`src/rtl/sccb_init_sequencer.sv`:
```
// SCCB/I2C register-init sequencer: walks a LUT and writes {DEV_ADDR, reg, data} frames.
// Optional NACK retry when SCCB_SEQ_RETRY_EN is defined.
module sccb_init_sequencer #(
  parameter int unsigned CLK_DIV   = 50,
  parameter logic [7:0]  DEV_ADDR  = 8'h42,
  parameter int unsigned LUT_DEPTH = 166,
  parameter int unsigned IDX_W     = 8,
  parameter int unsigned DLY_UNIT  = 50000,
  parameter int unsigned MAX_RETRY = 3
) (
  input  logic             CLK,
  input  logic             RST,
  input  logic             START,
  output logic [IDX_W-1:0] LUT_INDEX,
  input  logic [15:0]      LUT_DATA,
  output logic             SCL,
  output logic             SDA_OE,
  input  logic             SDA_IN,
  output logic             BUSY,
  output logic             DONE,
  output logic             ERROR,
  output logic [IDX_W-1:0] ERR_INDEX
);

  localparam int unsigned CNT_W = (CLK_DIV < 2) ? 1 : $clog2(CLK_DIV);
  localparam int unsigned RTY_W = (MAX_RETRY < 1) ? 1 : $clog2(MAX_RETRY + 1);
`ifdef SCCB_SEQ_RETRY_EN
  localparam int unsigned RETRY_LIM = MAX_RETRY;
`else
  localparam int unsigned RETRY_LIM = 0;
`endif

  typedef enum logic [3:0] {
    S_IDLE, S_FETCH, S_CHECK, S_DELAY, S_START, S_BYTE, S_ACK,
    S_STOP, S_GAP, S_NEXT, S_FAIL, S_DONE, S_ERR
  } state_t;

  state_t             r_state, w_state;
  logic [IDX_W-1:0]   r_idx, w_idx, r_eidx, w_eidx;
  logic               r_busy, w_busy, r_done, w_done, r_err, w_err;
  logic               r_scl, w_scl, r_sda_oe, w_sda_oe, r_nack, w_nack;
  logic [1:0]         r_q, w_q, r_byte, w_byte;
  logic [2:0]         r_bit, w_bit;
  logic [7:0]         r_reg, w_reg, r_dat, w_dat;
  logic [31:0]        r_dly, w_dly;
  logic [RTY_W-1:0]   r_retry, w_retry;
  logic [CNT_W-1:0]   r_cnt;
  logic               w_tick, w_bus;
  logic [7:0]         w_byte_val;
  logic               w_bit_val;

  assign w_bus  = (r_state == S_START) || (r_state == S_BYTE) || (r_state == S_ACK) ||
                  (r_state == S_STOP)  || (r_state == S_GAP);
  assign w_tick = w_bus && (r_cnt == CNT_W'(CLK_DIV - 1));

  always_comb begin
    case (r_byte)
      2'd0:    w_byte_val = DEV_ADDR;
      2'd1:    w_byte_val = r_reg;
      default: w_byte_val = r_dat;
    endcase
  end
  assign w_bit_val = w_byte_val[3'd7 - r_bit];

  // Quarter-tick counter only runs while the bus is in use, so every frame is tick-aligned.
  always_ff @(posedge CLK or posedge RST) begin
    if (RST)         r_cnt <= '0;
    else if (!w_bus) r_cnt <= '0;
    else if (w_tick) r_cnt <= '0;
    else             r_cnt <= r_cnt + 1'b1;
  end

  always_ff @(posedge CLK or posedge RST) begin
    if (RST) begin
      r_state  <= S_IDLE;
      r_idx    <= '0;
      r_eidx   <= '0;
      r_busy   <= 1'b0;
      r_done   <= 1'b0;
      r_err    <= 1'b0;
      r_scl    <= 1'b1;
      r_sda_oe <= 1'b0;
      r_nack   <= 1'b0;
      r_q      <= '0;
      r_byte   <= '0;
      r_bit    <= '0;
      r_reg    <= '0;
      r_dat    <= '0;
      r_dly    <= '0;
      r_retry  <= '0;
    end else begin
      r_state  <= w_state;
      r_idx    <= w_idx;
      r_eidx   <= w_eidx;
      r_busy   <= w_busy;
      r_done   <= w_done;
      r_err    <= w_err;
      r_scl    <= w_scl;
      r_sda_oe <= w_sda_oe;
      r_nack   <= w_nack;
      r_q      <= w_q;
      r_byte   <= w_byte;
      r_bit    <= w_bit;
      r_reg    <= w_reg;
      r_dat    <= w_dat;
      r_dly    <= w_dly;
      r_retry  <= w_retry;
    end
  end

  always_comb begin
    w_state  = r_state;
    w_idx    = r_idx;
    w_eidx   = r_eidx;
    w_busy   = r_busy;
    w_done   = r_done;
    w_err    = r_err;
    w_scl    = r_scl;
    w_sda_oe = r_sda_oe;
    w_nack   = r_nack;
    w_q      = r_q;
    w_byte   = r_byte;
    w_bit    = r_bit;
    w_reg    = r_reg;
    w_dat    = r_dat;
    w_dly    = r_dly;
    w_retry  = r_retry;

    case (r_state)
      S_IDLE, S_DONE, S_ERR: begin
        if (START) begin
          w_state = S_FETCH;
          w_idx   = '0;
          w_busy  = 1'b1;
          w_done  = 1'b0;
          w_err   = 1'b0;
          w_retry = '0;
        end
      end
      S_FETCH: w_state = S_CHECK;
      // LUT_DATA lags LUT_INDEX by one cycle, so the entry is captured here rather than in FETCH.
      S_CHECK: begin
        w_reg = LUT_DATA[15:8];
        w_dat = LUT_DATA[7:0];
        if (LUT_DATA[15:8] == 8'hFF) begin
          w_dly   = 32'(LUT_DATA[7:0]) * DLY_UNIT;
          w_state = S_DELAY;
        end else begin
          w_state = S_START;
          w_q     = '0;
          w_byte  = '0;
          w_bit   = '0;
          w_nack  = 1'b0;
        end
      end
      S_DELAY: begin
        if (r_dly == '0) begin
          w_state = S_NEXT;
          w_retry = '0;
        end else begin
          w_dly = r_dly - 1'b1;
        end
      end
      S_START: begin
        if (w_tick) begin
          w_q = r_q + 1'b1;
          if (r_q == 2'd0) begin
            w_sda_oe = 1'b1;
          end else begin
            w_scl   = 1'b0;
            w_q     = '0;
            w_state = S_BYTE;
          end
        end
      end
      S_BYTE: begin
        if (w_tick) begin
          w_q = r_q + 1'b1;
          case (r_q)
            2'd0: w_sda_oe = ~w_bit_val;
            2'd1: w_scl    = 1'b1;
            2'd3: begin
              w_scl = 1'b0;
              w_bit = r_bit + 1'b1;
              if (r_bit == 3'd7) w_state = S_ACK;
            end
            default: ;
          endcase
        end
      end
      S_ACK: begin
        if (w_tick) begin
          w_q = r_q + 1'b1;
          case (r_q)
            2'd0: w_sda_oe = 1'b0;
            2'd1: w_scl    = 1'b1;
            2'd2: w_nack   = SDA_IN;
            default: begin
              w_scl = 1'b0;
              if (r_nack || r_byte == 2'd2) begin
                w_state = S_STOP;
              end else begin
                w_byte  = r_byte + 1'b1;
                w_state = S_BYTE;
              end
            end
          endcase
        end
      end
      S_STOP: begin
        if (w_tick) begin
          w_q = r_q + 1'b1;
          case (r_q)
            2'd0: w_sda_oe = 1'b1;
            2'd1: w_scl    = 1'b1;
            default: begin
              w_sda_oe = 1'b0;
              w_q      = '0;
              w_state  = S_GAP;
            end
          endcase
        end
      end
      S_GAP: begin
        if (w_tick) begin
          w_q = r_q + 1'b1;
          if (r_q == 2'd3) begin
            if (!r_nack) begin
              w_state = S_NEXT;
              w_retry = '0;
            end else if (r_retry != RTY_W'(RETRY_LIM)) begin
              w_retry = r_retry + 1'b1;
              w_state = S_START;
              w_q     = '0;
              w_byte  = '0;
              w_bit   = '0;
              w_nack  = 1'b0;
            end else begin
              w_state = S_FAIL;
            end
          end
        end
      end
      S_NEXT: begin
        if (r_idx == IDX_W'(LUT_DEPTH - 1)) begin
          w_state = S_DONE;
          w_done  = 1'b1;
          w_busy  = 1'b0;
        end else begin
          w_idx   = r_idx + 1'b1;
          w_state = S_FETCH;
        end
      end
      S_FAIL: begin
        w_err   = 1'b1;
        w_eidx  = r_idx;
        w_busy  = 1'b0;
        w_state = S_ERR;
      end
      default: w_state = S_IDLE;
    endcase
  end

  assign LUT_INDEX = r_idx;
  assign SCL       = r_scl;
  assign SDA_OE    = r_sda_oe;
  assign BUSY      = r_busy;
  assign DONE      = r_done;
  assign ERROR     = r_err;
  assign ERR_INDEX = r_eidx;

endmodule

```
`config.mk`:
```
export PLATFORM = sky130hd
export DESIGN_NAME = sccb_init_sequencer
export DESIGN_NICKNAME = d
export VERILOG_FILES = /design/src/rtl/sccb_init_sequencer.sv
export SDC_FILE = /design/constraint.sdc
export NUM_CORES = 1
export LEC_CHECK = 0
export CAP_MARGIN = 10
export CORE_MARGIN = 2
export CORE_UTILIZATION = 55
export CTS_BUF_LIST = sky130_fd_sc_hd__clkbuf_4 sky130_fd_sc_hd__clkbuf_8
export CTS_CLUSTER_DIAMETER = 50
export DETAILED_ROUTE_END_ITERATION = 8
export PLACE_DENSITY = 0.76
export SYNTH_ARGS = -nofsm -noshare
export SYNTH_HDL_FRONTEND = slang
export SYNTH_SLANG_ARGS = --single-unit
```
`constraint.sdc`:
```
create_clock -name CLK -period 2.8 [get_ports CLK]
set_input_delay 0.56 -clock CLK [delete_from_list [all_inputs] [get_ports CLK]]
set_output_delay 0.56 -clock CLK [all_outputs]
set_load 0.1 [all_outputs]
```
After elaboration in Yosys (flattened, before gate mapping)
Cells that the tools add are included.
Storage, ports and cells
  register bits after elaboration: 89
  bits in latches: 0
  RAM bits: 0
  bits in read-only memories: 0
  bits of input ports: 20
  output and inout bits: 21
  word-level logic and storage cells: 215
  memories kept: 0
Cells by class
  $add $sub $neg: 8
  multiply operators: 1
  div/mod/pow operators: 0
  magnitude comparators: 1
  equal/unequal tests: 52
  shifts and indexed selects: 0
  mux-type cells: 97
  bitwise logic cells: 1
  reduce and logical (&&, ||, !) cells: 38
Operator list (number)
  2-to-1 mux 32 bit: 2
  2-to-1 mux 4 bit: 16
  case mux 32 bit (2 select lines): 1
  2-to-1 mux 2 bit: 24
  case mux 4 bit (11 select lines): 1
  inequality test 2 bit, second input constant: 19
  zero test 32 bit: 1
  case mux 8 bit (2 select lines): 2
  subtractor 32 x 1 -> 32 bit, second input constant: 1
  AND reduction 9 bit: 3
  2-to-1 mux 1 bit: 25
  2-to-1 mux 3 bit: 8
  == test 4 bit, second input constant: 5
  multiplier 8 x 12 -> 20 bit, second input constant: 1
  inequality test 2 x 1 -> 1 bit, second input constant: 10
  AND reduction 6 bit: 3
  == test 4 x 3 -> 1 bit, second input constant: 4
  == test 8 bit, second input constant: 2
  2-to-1 mux 8 bit: 2
  AND reduction 13 bit: 1
  2-to-1 mux 6 bit: 2
  case mux 2 bit (3 select lines): 2
  AND reduction 3 bit: 4
  nonzero test 3 bit: 4
  32 further kinds: 55

Depth between registers and ports, before layout
Gate-level depths: netlist of the first run.
  depth after elaboration: 8
  depth in mapped cells: 14
  depth with buffers taken out: 13

Least setup slack after synthesis of the first run
OpenSTA, ideal clock, no wires.
  path kind: input to register
  start: input port LUT_DATA[2]
  end: register r_dly[23]
  library setup time: 104 ps
  arrival: 3651 ps
  required time: 2696 ps
  setup slack: -955 ps
  stages: 13
  buffers on the path: 0
  path through: ha_1 > ha_1 > inv_1 > fa_1 > inv_1 > fa_1 > ha_1 > o211ai_1 > o211ai_1 > a41o_1 > a31oi_1 > xnor2_1 > a221oi_1
Between the ends
  cells in the longest elaborated chain, start to end: 3
Ends and longest elaborated chain
  start: declaration: RTL line 15  | input logic [15:0] LUT_DATA,
  multiplier 8 x 12 -> 20 bit: RTL line 146  | w_dly = 32'(LUT_DATA[7:0]) * DLY_UNIT;
  2-to-1 mux 32 bit: RTL line 145  | if (LUT_DATA[15:8] == 8'hFF) begin
  case mux 32 bit (2 select lines): RTL line 129  | case (r_state)
  end signal: assignment: RTL line 106  | r_dly <= w_dly;
  end: declaration: RTL line 45  | logic [31:0] r_dly, w_dly;
Every way passes these cells. The select of a mux whose other input is x is not followed.
A chain may end at the register's enable or synchronous reset.

Worst setup path in the final report of the first run
  start: input port LUT_DATA[2]
  end: register r_dly[21]
Same word-level chain as after synthesis.

==> flow_results.org, run 1 <==
** STA
- Setup violations remaining at the end of the flow were counted as 13.
- Slew @ Worst Pin :: ~0.6 ns
- Final worst-path cycle share :: 123%
- The number of max-slew violations in the final report was 0.
- Headroom to the max-slew limit came out at 58.9%.
- Setup repair after global routing could not meet its margin everywhere.
- Hold Vio Cnt, Final :: 0
- After layout, the worst setup slack is -0.648 ns.
- Max Clk Rate :: 0.290 GHz
- For the final database, setup skew stands at approximately 0.016 ns.
- Final critical path time including I/O delays and setup :: 3.45 ns

** Worst setup path
- Crit path max-delay family :: adder cells
- Capturing element type of the critical path :: register
- Crit path largest cell delay :: 0.54 ns
- Arrival time at the worst endpoint :: 3.73 ns
- Bufs and invs on worst path :: 4
- Critical path startpoint category :: primary input
- Of all nets on the critical path, the largest fanout is 3.
- Class of the most critical setup path :: primary input to register
- The signal on the critical path passes through buf_8, ha_4, ha_4, inv_2, fa_1, inv_2, fa_2, ha_4, o211ai_1, o211ai_1, a41o_1, buf_4, a31oi_4, xor2_1, a221oi_1.
- At the worst endpoint, the required time is 3.09 ns.
- Among the stages of the critical path, the cell type that occurs most often is sky130_fd_sc_hd__ha_4.
- The largest individual stage delay along the critical path comes from the cell sky130_fd_sc_hd__fa_2.

** Logic synthesis
- Unique masters post-synth :: just over 70
- Share of the yosys chip area belonging to registers :: between 30% and 40%
- Averaged over all synthesized cells, the footprint is 9.37 µm².
- Cell area after synthesis :: approximately 6700 µm²
- The Yosys step of the flow raised 0 warnings.
- Synthesized instance count :: ~710
- The synthesized design contains 89 register bits.
- Summed over all instances, the cell type with the most area after synthesis is sky130_fd_sc_hd__dfrtp_1.
- Number of synthesized flops with an enable pin :: 0
- Sorting the synthesized cells by area gives the leading types as sky130_fd_sc_hd__dfrtp_1 33%, sky130_fd_sc_hd__ha_1 13%, sky130_fd_sc_hd__mux2_2 4.9%.
- Proportion of register bits with asynchronous set or reset after synthesis :: 100%
- The synthesized design devotes to its leading area cell type 33.1% of total area.
- Synthesized Nets :: 813
- The most used flip-flop cell after synthesis is sky130_fd_sc_hd__dfrtp_1.

** Power
- Registers are responsible for 30.3% of the overall power.
- Pleak :: 3.75 nW
- The analysis attributes to net switching a power of 1.89 mW.
- Ratio of total power to cell area :: 578 nW/µm²
- Clock share of power :: 21.0%
- Combinational group share of total power :: 48.7%
- VDD sags by at most 0.548 mV.
- Total power for the finished layout comes to 5.00 mW.
- The internal portion of the total power is 3.11 mW.
- Switching share of power :: 37.8%

** Outcome
- The final reports fail on negative setup slack.
- The run finished, with violations left.

** Placed design
- Gp weighted congestion :: 0.900
- Summing all placed instances gives a cell area of 7960 µm².
- After legalization and detailed placement, the total HPWL measured around 12000 µm.
- IO buf count :: 40

** Cells and area
- Footprint of the multi-input gates :: 4670 µm²
- Flip-flop count of the largest register, all copies and words added :: 32
- Number of diodes :: 0
- From synthesis to final layout, the design area changed by 29.7%.
- Number of nets in the finished design :: roughly 940
- Registers take 2230 µm².
- Fillcell total :: 876
- Commonest non-fill, non-tap cell in the layout :: sky130_fd_sc_hd__buf_4
- After routing the design area is 8640 µm².
- Fraction of final layout cells sized beyond drive strength 1 :: 31.9%
- The library cells used most frequently in the layout, excluding fill and tap cells, are 125 x sky130_fd_sc_hd__buf_4, 87 x sky130_fd_sc_hd__dfrtp_1, 65 x sky130_fd_sc_hd__nor2_1.
- Register name with the most flops :: r_dly

** Global routing
- Global routing used 26.9% of the available tracks across all layers.
- Initial antenna violation count :: 0
- The via count of the first global-routing pass is 5951.
- The total overflow left after global routing is 0.
- Entering global routing, the biggest net connects 38 pins.
- The first global-routing pass estimated ~28000 µm of wire.

** Clock network
- At the later pin of the worst-skew pair, clock insertion delay measures 0.39 ns.
- Clock Tree Root :: sky130_fd_sc_hd__clkbuf_8
- TritonCTS built the clock tree.
- Num Clock Sinks :: just under 90
- Number of hold-repair buffers added at the cts stage :: 0
- After clock tree synthesis, the clock-pin slew on the worst setup and hold paths is 0.10 ns.
- H-Tree Level Count :: 3
- Clk buf depth :: 2
- CTS Buf Count :: 9

** Routing
- Drt via density :: between 5 and 6
- The detailed router finished its first iteration with 537 violations.
- Dividing the detail-routed wire length by the instance count gives 17.2 µm.
- Post-Route WL :: 17100 µm
- In the routed design, unresolved DRC markers number 0.
- For this block, the via count after detailed routing is 5884.
- For this run, the detailed router's first-pass iteration total came to 6.
- The detail route stage leaves a number of antenna-violating nets equal to 0.

** Floorplan
- Count of pins on the block boundary :: 41
- The initial utilization of the core area, before any placement, comes to 55.9%.
- Die X :: 114 µm
- Area of the die :: between 10000 and 15000 µm²
- Site Rows :: 40
- Die outline height :: about 110 µm
- Core Region :: 11900 µm²

** Job
- Number of violations of the max-capacitance limit :: 0

** Hold path
- The min-delay analysis places its worst path in the category primary input to async pin.
==> path summary, 6_finish.rpt <==
check                                           from                  endpoint  slack [ns]  cells after the start
worst max-delay path                     LUT_DATA[2]     r_dly[21]$_DFFE_PP0P_       -0.65                     15
worst min-delay path                             RST  LUT_INDEX[2]$_DFFE_PP0P_        0.49                      2
worst max register to register  r_dly[7]$_DFFE_PP0P_     r_dly[17]$_DFFE_PP0P_       -0.01                      8
worst min register to register    r_cnt[0]$_DFF_PP0_        r_cnt[0]$_DFF_PP0_        0.50                      1
max in group asynchronous                        RST      r_dly[7]$_DFFE_PP0P_        1.71                      3
min in group CLK                  r_cnt[0]$_DFF_PP0_        r_cnt[0]$_DFF_PP0_        0.50                      1
==> power by group through the flow <==
stage               registers [mW]  logic (mW)  clock network (mW)
finish                        1.51        2.43                1.05
global route                  1.53        2.65                1.12
CTS                           1.51        2.26                1.08
detailed placement            1.54        2.04                   0
global placement              1.53        1.98                   0
floorplan                     1.66        1.29                   0
==> per-stage QoR <==
step	instances	hold slack (ns)	setup TNS, ns	util (%)	setup WS [ns]
after floorplan	711	0.461	-5.45	-	-0.707
after global placement	963	0.476	-16.81	66.8	-1.43
after detailed placement	963	0.493	-18.33	66.8	-1.54
after CTS	988	0.480	-5.41	70.7	-0.678
after global routing	993	0.502	-6.50	72.5	-0.760
final	993	0.492	-5.18	72.5	-0.648
==> worst register-to-register path, delay by kind of cell (launching register included) <==
family	cells	cell delay [ns]
buffers and inverters	2	0.30
flip-flops	1	0.46
AO/OA/AOI/OAI	2	0.64
AND/OR/NAND/NOR	4	1.30
==> what timing repair did <==
item,CTS,global route
endpoints found under the hold margin,0,0
gates resized for setup,62,36
endpoints found under the setup margin,24,23
pin swaps,39,30
buffers inserted,10,8
==> per-layer routing <==
metal,routed length (µm),track usage (%)
met4,342,8.21
met3,788,4.98
met1,7270,33.8
met2,8680,47.1
met5,0,0
==> Yosys cell counts, types with 6 or more instances <==
library cell and n:
sky130_fd_sc_hd__nor4_1 8, sky130_fd_sc_hd__dfrtp_1 88, sky130_fd_sc_hd__and3_1 7, sky130_fd_sc_hd__nor3_1 15, sky130_fd_sc_hd__nor3b_1 7, sky130_fd_sc_hd__ha_1 70
sky130_fd_sc_hd__inv_1 29, sky130_fd_sc_hd__nand2b_1 12, sky130_fd_sc_hd__xor2_1 15, sky130_fd_sc_hd__xnor2_1 18, sky130_fd_sc_hd__a211oi_1 6, sky130_fd_sc_hd__or3_1 8
sky130_fd_sc_hd__nor2b_1 12, sky130_fd_sc_hd__o211ai_1 9, sky130_fd_sc_hd__a21oi_1 61, sky130_fd_sc_hd__mux2_2 29, sky130_fd_sc_hd__a31oi_1 11, sky130_fd_sc_hd__o21ai_0 44
sky130_fd_sc_hd__fa_1 12, sky130_fd_sc_hd__nand4_1 9, sky130_fd_sc_hd__nand3_1 14, sky130_fd_sc_hd__nand2_1 45, sky130_fd_sc_hd__mux2i_1 6, sky130_fd_sc_hd__clkbuf_1 23
sky130_fd_sc_hd__nor2_1 66
==> cell type report <==
cell class	count	share of cell area [%]
multi-input combinational	563	54.1
inverter	29	1.39
clock buffer	10	1.59
timing repair buffer	149	13.8
sequential	89	25.8
clock inverter	6	1.13
tap	147	2.13
==> cells by family after synthesis <==
logic type	count (synthesis)	synth area share, %
buffers and inverters	59	3.66
flip-flops	89	33.4
AND/OR/NAND/NOR	231	18.2
XOR/XNOR	33	4.34
AO/OA/AOI/OAI	178	16.7
multiplexers	39	6.93
adder cells (fa/ha/maj)	82	16.8
Note: power is estimated with default switching activity, not from simulation.
==> run 2, diff against run 1 <==
- CAP_MARGIN: 10 -> 20
==> results of run 2 <==
No change in the layout: final DEF, timing and power equal those of run 1.
==> run 3, diff against run 2 <==
- SLEW_MARGIN: not set -> 20
==> results of run 3 <==
No change in the layout: final DEF, timing and power equal those of run 1.
